<file path="src/rtl/mic_fifo_if.sv">
// Sample-in / SPI-out handshake bundle for mic_sample_fifo.
// The master side is the producer plus SPI slave; the slave side is the FIFO.
interface mic_fifo_if #(
    parameter int DEPTH = 16
);
    logic                     sample_valid;
    logic signed [23:0]       sample_data;
    logic [2:0]               sample_chan;
    logic                     ssel;
    logic                     data_needed;
    logic                     clr_flags;
    logic [23:0]              data_to_send;
    logic [$clog2(DEPTH):0]   level;
    logic                     overflow;
    logic                     underrun;

    modport master (
        output sample_valid, sample_data, sample_chan, ssel, data_needed, clr_flags,
        input  data_to_send, level, overflow, underrun
    );

    modport slave (
        input  sample_valid, sample_data, sample_chan, ssel, data_needed, clr_flags,
        output data_to_send, level, overflow, underrun
    );
endinterface

</file>
<file path="src/rtl/mic_sample_fifo.sv">
// Microphone sample FIFO feeding an SPI slave load port; pops on the first SCK edge of a word.
// Optional MIC_FIFO_CHAN_TAG_EN stores the channel index and presents {chan, sample[23:3]}.
module mic_sample_fifo #(
    parameter int DEPTH = 16
) (
    input logic       clk,
    input logic       rst_n,
    mic_fifo_if.slave bus
);
    localparam int AW = $clog2(DEPTH);
    localparam int LW = AW + 1;

    logic [23:0]   mem [DEPTH];
    logic [AW-1:0] wr_ptr;
    logic [AW-1:0] rd_ptr;
    logic [LW-1:0] count;
    logic          dn_q;
    logic          ovf;
    logic          unr;
    logic [23:0]   new_entry;

    logic full;
    logic empty;
    logic pop_evt;
    logic do_pop;
    logic do_push;
    logic set_ovf;
    logic set_unr;

`ifdef MIC_FIFO_CHAN_TAG_EN
    logic [2:0] data_lsb_unused;
    assign data_lsb_unused = bus.sample_data[2:0];
    assign new_entry       = {bus.sample_chan, bus.sample_data[23:3]};
`else
    logic [2:0] chan_unused;
    assign chan_unused = bus.sample_chan;
    assign new_entry   = bus.sample_data;
`endif

    assign full    = (count == LW'(DEPTH));
    assign empty   = (count == '0);
    // Load window closing with select still active marks a word being shifted out.
    assign pop_evt = dn_q & ~bus.data_needed & ~bus.ssel;
    assign do_pop  = pop_evt & ~empty;
    // A pop frees a slot in the same cycle, so a full FIFO still accepts the sample.
    assign do_push = bus.sample_valid & (~full | do_pop);
    assign set_ovf = bus.sample_valid & ~do_push;
    assign set_unr = pop_evt & empty;

    always_ff @(posedge clk) begin
        if (do_push) begin
            mem[wr_ptr] <= new_entry;
        end
    end

    always_ff @(posedge clk or negedge rst_n) begin
        if (!rst_n) begin
            wr_ptr <= '0;
            rd_ptr <= '0;
            count  <= '0;
            dn_q   <= 1'b0;
            ovf    <= 1'b0;
            unr    <= 1'b0;
        end else begin
            dn_q <= bus.data_needed;
            if (do_push) begin
                wr_ptr <= wr_ptr + AW'(1);
            end
            if (do_pop) begin
                rd_ptr <= rd_ptr + AW'(1);
            end
            case ({do_push, do_pop})
                2'b10:   count <= count + LW'(1);
                2'b01:   count <= count - LW'(1);
                default: count <= count;
            endcase
            if (set_ovf) begin
                ovf <= 1'b1;
            end else if (bus.clr_flags) begin
                ovf <= 1'b0;
            end
            if (set_unr) begin
                unr <= 1'b1;
            end else if (bus.clr_flags) begin
                unr <= 1'b0;
            end
        end
    end

    assign bus.data_to_send = empty ? 24'h000000 : mem[rd_ptr];
    assign bus.level        = count;
    assign bus.overflow     = ovf;
    assign bus.underrun     = unr;
endmodule

</file>
<file path="src/flat_wrapper.sv">
// flat-port wrapper written by rule: the top's interface ports become plain ports
module mic_sample_fifo_flat 
#(
    parameter int DEPTH = 16
)
  (clk, rst_n, bus_sample_valid, bus_sample_data, bus_sample_chan, bus_ssel, bus_data_needed, bus_clr_flags, bus_data_to_send, bus_level, bus_overflow, bus_underrun);
  mic_fifo_if #(.DEPTH(DEPTH)) bus_i ();
  input logic clk;
  input logic rst_n;
  input wire logic [$bits(bus_i.sample_valid)-1:0] bus_sample_valid;
  input wire logic [$bits(bus_i.sample_data)-1:0] bus_sample_data;
  input wire logic [$bits(bus_i.sample_chan)-1:0] bus_sample_chan;
  input wire logic [$bits(bus_i.ssel)-1:0] bus_ssel;
  input wire logic [$bits(bus_i.data_needed)-1:0] bus_data_needed;
  input wire logic [$bits(bus_i.clr_flags)-1:0] bus_clr_flags;
  output wire logic [$bits(bus_i.data_to_send)-1:0] bus_data_to_send;
  output wire logic [$bits(bus_i.level)-1:0] bus_level;
  output wire logic [$bits(bus_i.overflow)-1:0] bus_overflow;
  output wire logic [$bits(bus_i.underrun)-1:0] bus_underrun;
  assign bus_i.sample_valid = bus_sample_valid;
  assign bus_i.sample_data = bus_sample_data;
  assign bus_i.sample_chan = bus_sample_chan;
  assign bus_i.ssel = bus_ssel;
  assign bus_i.data_needed = bus_data_needed;
  assign bus_i.clr_flags = bus_clr_flags;
  assign bus_data_to_send = bus_i.data_to_send;
  assign bus_level = bus_i.level;
  assign bus_overflow = bus_i.overflow;
  assign bus_underrun = bus_i.underrun;
  mic_sample_fifo #(.DEPTH(DEPTH)) u_core (.clk(clk), .rst_n(rst_n), .bus(bus_i));
endmodule
</file>
<file path="config.mk">
export PLATFORM = sky130hd
export DESIGN_NAME = mic_sample_fifo_flat
export DESIGN_NICKNAME = d
export VERILOG_FILES = /design/src/rtl/mic_fifo_if.sv /design/src/rtl/mic_sample_fifo.sv /design/src/flat_wrapper.sv
export SDC_FILE = /design/constraint.sdc
export NUM_CORES = 1
export LEC_CHECK = 0
export CORE_ASPECT_RATIO = 1.4
export CORE_MARGIN = 2
export CORE_UTILIZATION = 63
export CTS_BUF_LIST = sky130_fd_sc_hd__clkbuf_8
export DETAILED_ROUTE_END_ITERATION = 7
export PLACE_DENSITY = 0.93
export SLEW_MARGIN = 5
export SYNTH_ARGS = -nofsm -noshare
export SYNTH_HDL_FRONTEND = slang
export SYNTH_SLANG_ARGS = --single-unit
</file>
<file path="constraint.sdc">
create_clock -name clk -period 4.2 [get_ports clk]
set_input_delay 1.26 -clock clk [delete_from_list [all_inputs] [get_ports clk]]
set_output_delay 1.26 -clock clk [all_outputs]
set_load 0.02 [all_outputs]
</file>
* Yosys cells after proc, flatten, opt, wreduce, memory -nomap -nowiden
Memories as Yosys holds them, arrays and structs flattened.
Cells that the tools add are included.
** Cells by class
- Add/subtract/negate cells :: 4
- Equality and inequality tests :: 3
- Mux-type cells :: 7
- Bitwise logic cells :: 12
- Reduce and logical (&&, ||, !) cells :: 4
** Operators by type and width (count)
- 24-bit 2-to-1 mux :: 1
- 5-bit case mux with 2 select lines :: 1
- 4-bit by 1-bit adder with 4-bit output (second input constant) :: 2
- 1-bit bitwise AND :: 6
- 2-bit nonzero test :: 3
- 5-bit by 1-bit adder with 5-bit output (second input constant) :: 1
- 5-bit == test (second input constant) :: 1
- 5-bit logical NOT :: 1
- 1-bit 2-to-1 mux :: 5
- 1-bit NOT :: 5
- 5-bit by 1-bit subtractor with 5-bit output (second input constant) :: 1
- 2-bit by 1-bit == test with 1-bit output (second input constant) :: 1
- 2-bit == test (second input constant) :: 1
- 1-bit bitwise OR :: 1
** Storage, ports and cells
- Bits in registers :: 16
- Bits in writable memories :: 384
- Memories :: 1
** Memory list
- u_core.mem :: depth 16, width 24, rd ports 1, clocked after Yosys merged registers in 0, write ports 1, line mic_sample_fifo.sv:13 : logic [23:0] mem [DEPTH];

* Logic depth before layout (Yosys ltp)
- Depth after elaboration :: 9
- Depth in mapped cells :: 8

* Worst setup path after synthesis
OpenSTA, ideal clock, no wires.
- Path kind :: input to register
- Start point :: in bus_data_needed
- End point :: mem u_core.mem[3][0] (enable)
- Arrival :: 3.881 ns
- Data required time :: 3.765 ns
- Slack :: -0.116 ns
- Stages :: 5
- Cell sequence :: or3b_1 buf_6 a31oi_4 nand2_1 nor3_1
** Between the ends
- Cells in the longest elaborated chain, start to end :: 8
** Ends and longest elaborated chain
- start, declared :: line flat_wrapper.sv:14 : input wire logic [$bits(bus_i.data_needed)-1:0] bus_data_needed;
- 1-bit NOT :: line mic_sample_fifo.sv:43 : assign pop_evt = dn_q & ~bus.data_needed & ~bus.ssel;
- 1-bit bitwise AND (2 in a row) :: line mic_sample_fifo.sv:43
- 1-bit bitwise AND :: line mic_sample_fifo.sv:44 : assign do_pop = pop_evt & ~empty;
- 1-bit bitwise OR :: line mic_sample_fifo.sv:46 : assign do_push = bus.sample_valid & (~full | do_pop);
- 1-bit bitwise AND :: line mic_sample_fifo.sv:46
- 1-bit 2-to-1 mux :: line mic_sample_fifo.sv:51 : if (do_push) begin
- 1-bit 2-to-1 mux (not written as such) :: line mic_sample_fifo.sv:52 : mem[wr_ptr] <= new_entry;
- end, declared :: line mic_sample_fifo.sv:13
Every way passes these cells.

* Worst setup path in the final report
- Start point :: reg u_core.rd_ptr[1]
- End point :: out bus_data_to_send[1]
** Between the ends
- Cells in the longest elaborated chain, start to end :: 2
** Ends and longest elaborated chain
- start, declared :: line mic_sample_fifo.sv:15 : logic [AW-1:0] rd_ptr;
- start signal, assigned :: line mic_sample_fifo.sv:70 : rd_ptr <= rd_ptr + AW'(1);
- memory read 16 x 24 bit
- 24-bit 2-to-1 mux :: line mic_sample_fifo.sv:90 : assign bus.data_to_send = empty ? 24'h000000 : mem[rd_ptr];
- end, declared :: line flat_wrapper.sv:16 : output wire logic [$bits(bus_i.data_to_send)-1:0] bus_data_to_send;
Every way passes these cells.

==> metrics <==
CP startpoint kind=flip-flop; #FFs+latches synth=400; clock skew=0.0231 ns; drt via density=6.34; Final Hold Vio Count=0; CP Max Fanout=15; worst hold slack=0.517 ns; DIE AREA=26100 µm²; Placer Congestion=0.786; Seq/Total Area, Yosys=76.2%; Tmin final=4.13 ns; core area=24500 µm²; VDD IR-drop max=0.000501 V; non-filler cells, final=1233; # port buffers=60; Synth Cell Area=15700 µm²; crit share post-route=98.3%; xor and xnor fraction of the mapped netlist area=0.503%; Yosys warnings=0; area of the multi-input gates=3400 µm²; # rows=68; die height=191 µm; Setup Viol. Count Final=0; Power, Total=12.2 mW; max_slew headroom=51.8%; initial DRC count=819; Tot GR Track Use=26.9%; Starting Density=63.9%; I/O pin cnt=64; post-synthesis mux area share=15.9%; routed len/inst=26.9 µm; Post-DP Area=17000 µm²; remaining antenna violation count after routing=0; initial antenna violation count=1; Routed WL=33.2 mm; status=completed; setup TNS=0 ns; Synth Area in Adders=0.767%; fin area=18100 µm²; TritonRoute pass-1 iters=5; leakage power=6.25 nW; Compound-Gate Fraction of Synth Area=2.25%; critical path data required time=2.94 ns; Residual DRC=0; RSZ-0062 raised after global routing=false; Max Clk Rate=242 MHz; fillers=1264; via count=7822; worst skew pair latency=0.60 ns; vias in the first global route=8256; CTS tree=yes; Core Util, Final=74.0%; Crit Path Category=flip-flop to output pin; clk buf depth=3; Placement Setup Slack=0.297 ns; CTS Buf Count=55; P per Cell Area=674 nW/µm²; synthesized instance count=731; NumNets Final=919; Hold Crit Class=flip-flop to flip-flop; clock sink count=400; critical path endpoint category=output pin; Netlist cell types=37; fin worst setup slack=0.0694 ns; Clock transition at path regs=0.06 ns; Placed Cells incl. Taps=1130; Area Overhead vs Synth=15.9%; clk root buf=clkbuf_8; layout cell share with drive strength beyond 1=31.0%; Worst-Margin Slew=0.720 ns; post-synthesis simple-gate area fraction=1.81%; largest net degree at the start of global routing=30; max-slew violation count=0; Synthesized Nets=773; global-route wire length before repair=49.6 mm; post-DP HPWL=19.6 mm; critical path arrival=2.87 ns; GRT overflow=0; Sequential Area=11900 µm²; MaxCap Viol Count=0; Avg Synthesized Cell Area=21.4 µm²; hold bufs inserted after CTS=0; die width=137 µm; # H-tree levels=2; largest family of logic cells by synthesized area=multiplexers
-- what timing repair did --
item                                    4_1_cts  5_1_grt
pin swaps                                     0        0
gates resized for setup                      16        8
buffers inserted                              5        0
endpoints found under the setup margin       24        8
-- area by class of cell --
type | count | area share [%]
repair buffers | 123 | 6.27
diodes | 1 | 0.0138
inverters | 54 | 1.12
clock inverters | 40 | 1.50
flip-flops and latches | 400 | 65.8
clock buffers | 57 | 4.32
well taps | 315 | 2.17
multi-input cells | 243 | 18.8
-- worst max-delay path: stages, from the launching register on --
cell and delay, ns:
dfrtp_4 0.53, buf_12 0.20, mux4_2 0.51, mux2_2 0.29, nand2_1 0.08, o221ai_1 0.11
clkdlybuf4s50_1 0.56
-- sequential cells by signal, summed over array words and instances, names as in the netlist --
name,cells
u_core.rd_ptr,4
u_core.dn_q,1
u_core.bus.overflow,1
u_core.wr_ptr,4
u_core.mem,384
u_core.bus.underrun,1
u_core.bus.level,5
-- cells in the final DEF (no fill, tap or decap), types with 2 or more instances in the layout --
cell,instances
mux2_4,3
edfxtp_1,384
clkinv_2,8
nor3_4,4
o221ai_1,24
xnor2_1,7
dlymetal6s2s_1,8
clkinv_1,12
mux2_2,25
xor2_1,2
bufinv_16,4
inv_1,68
clkdlybuf4s50_1,37
a31oi_4,2
nand2b_1,2
clkinvlp_4,2
dfrtp_1,13
mux4_2,96
nand4_1,2
clkbuf_8,57
dfrtp_4,3
dlygate4sd2_1,15
nor2_2,12
buf_4,58
nand2_1,34
a221o_1,2
a21oi_1,3
ha_1,8
buf_12,5
nand3_1,2
-- kinds of logic (layout without fill, tap and decap cells) --
group                    after synthesis  in the layout
other                                  0              1
adder cells (fa/ha/maj)                9              9
multiplexers                         124            124
flip-flops                           400            400
AO/OA/AOI/OAI                         39             39
buffers and inverters                 88            274
AND/OR/NAND/NOR                       62             62
XOR/XNOR                               9              9
-- path summary, 6_finish.rpt --
kind                                              endpoint  slack (ns)  cells past startpoint                             from
setup / recovery                       bus_data_to_send[1]        0.07                      6     u_core.rd_ptr[1]$_DFFE_PN0N_
hold / removal             u_core.bus.overflow$_DFFE_PN0P_        0.52                      1  u_core.bus.overflow$_DFFE_PN0P_
setup reg to reg           u_core.bus.level[4]$_DFFE_PN0P_        1.59                      9  u_core.bus.level[1]$_DFFE_PN0P_
hold reg to reg            u_core.bus.overflow$_DFFE_PN0P_        0.52                      1  u_core.bus.overflow$_DFFE_PN0P_
max in group asynchronous     u_core.rd_ptr[0]$_DFFE_PN0N_        2.58                      1                            rst_n
min in group asynchronous            u_core.dn_q$_DFF_PN0_        1.09                      1                            rst_n
-- where the power goes --
| part | switching, mW | total, mW | internal, mW |
|---|---|---|---|
| Clock | 1.38 | 2.88 | 1.50 |
| Combinational | 2.23 | 4.22 | 1.99 |
| Sequential | 0.291 | 5.12 | 4.83 |
-- layer usage --
metal  vias up  part of all wire [%]  track usage [%]
met2       464                    51             43.3
met4         0                   5.1             14.8
met1      3966                    37             35.2
li1       3282                     -                -
met5         -                     0                0
met3       110                   7.7             4.81
-- Yosys cell counts (all sizes together) --
| cell | n | area share (%) |
|---|---|---|
| edfxtp | 384 | 74 |
| mux4 | 96 | 14 |
| inv | 54 | 1.3 |
| nand2 | 34 | 0.82 |
| mux2 | 28 | 2.1 |
| buf | 26 | 1.1 |
| o221ai | 24 | 1.3 |
| dfrtp | 16 | 2.6 |
| nor2 | 13 | 0.31 |
| clkbuf | 8 | 0.19 |
| ha | 8 | 0.64 |
| xnor2 | 7 | 0.39 |
| a21oi | 4 | 0.13 |
| nor3 | 4 | 0.13 |
| a221o | 2 | 0.13 |
| a31oi | 2 | 0.27 |
| nand2b | 2 | 0.080 |
| nand3 | 2 | 0.064 |
| nand4 | 2 | 0.080 |
| xor2 | 2 | 0.11 |
| a211oi | 1 | 0.080 |
| a21o | 1 | 0.048 |
| a32o | 1 | 0.064 |
| and2 | 1 | 0.040 |
| fa | 1 | 0.13 |
| nand3b | 1 | 0.048 |
| nor4 | 1 | 0.14 |
| o21ai | 1 | 0.032 |
| o22ai | 1 | 0.040 |
| o311a | 1 | 0.072 |
| o31ai | 1 | 0.048 |
| or2 | 1 | 0.056 |
| or3b | 1 | 0.056 |
(Power assumes the default switching activity.)
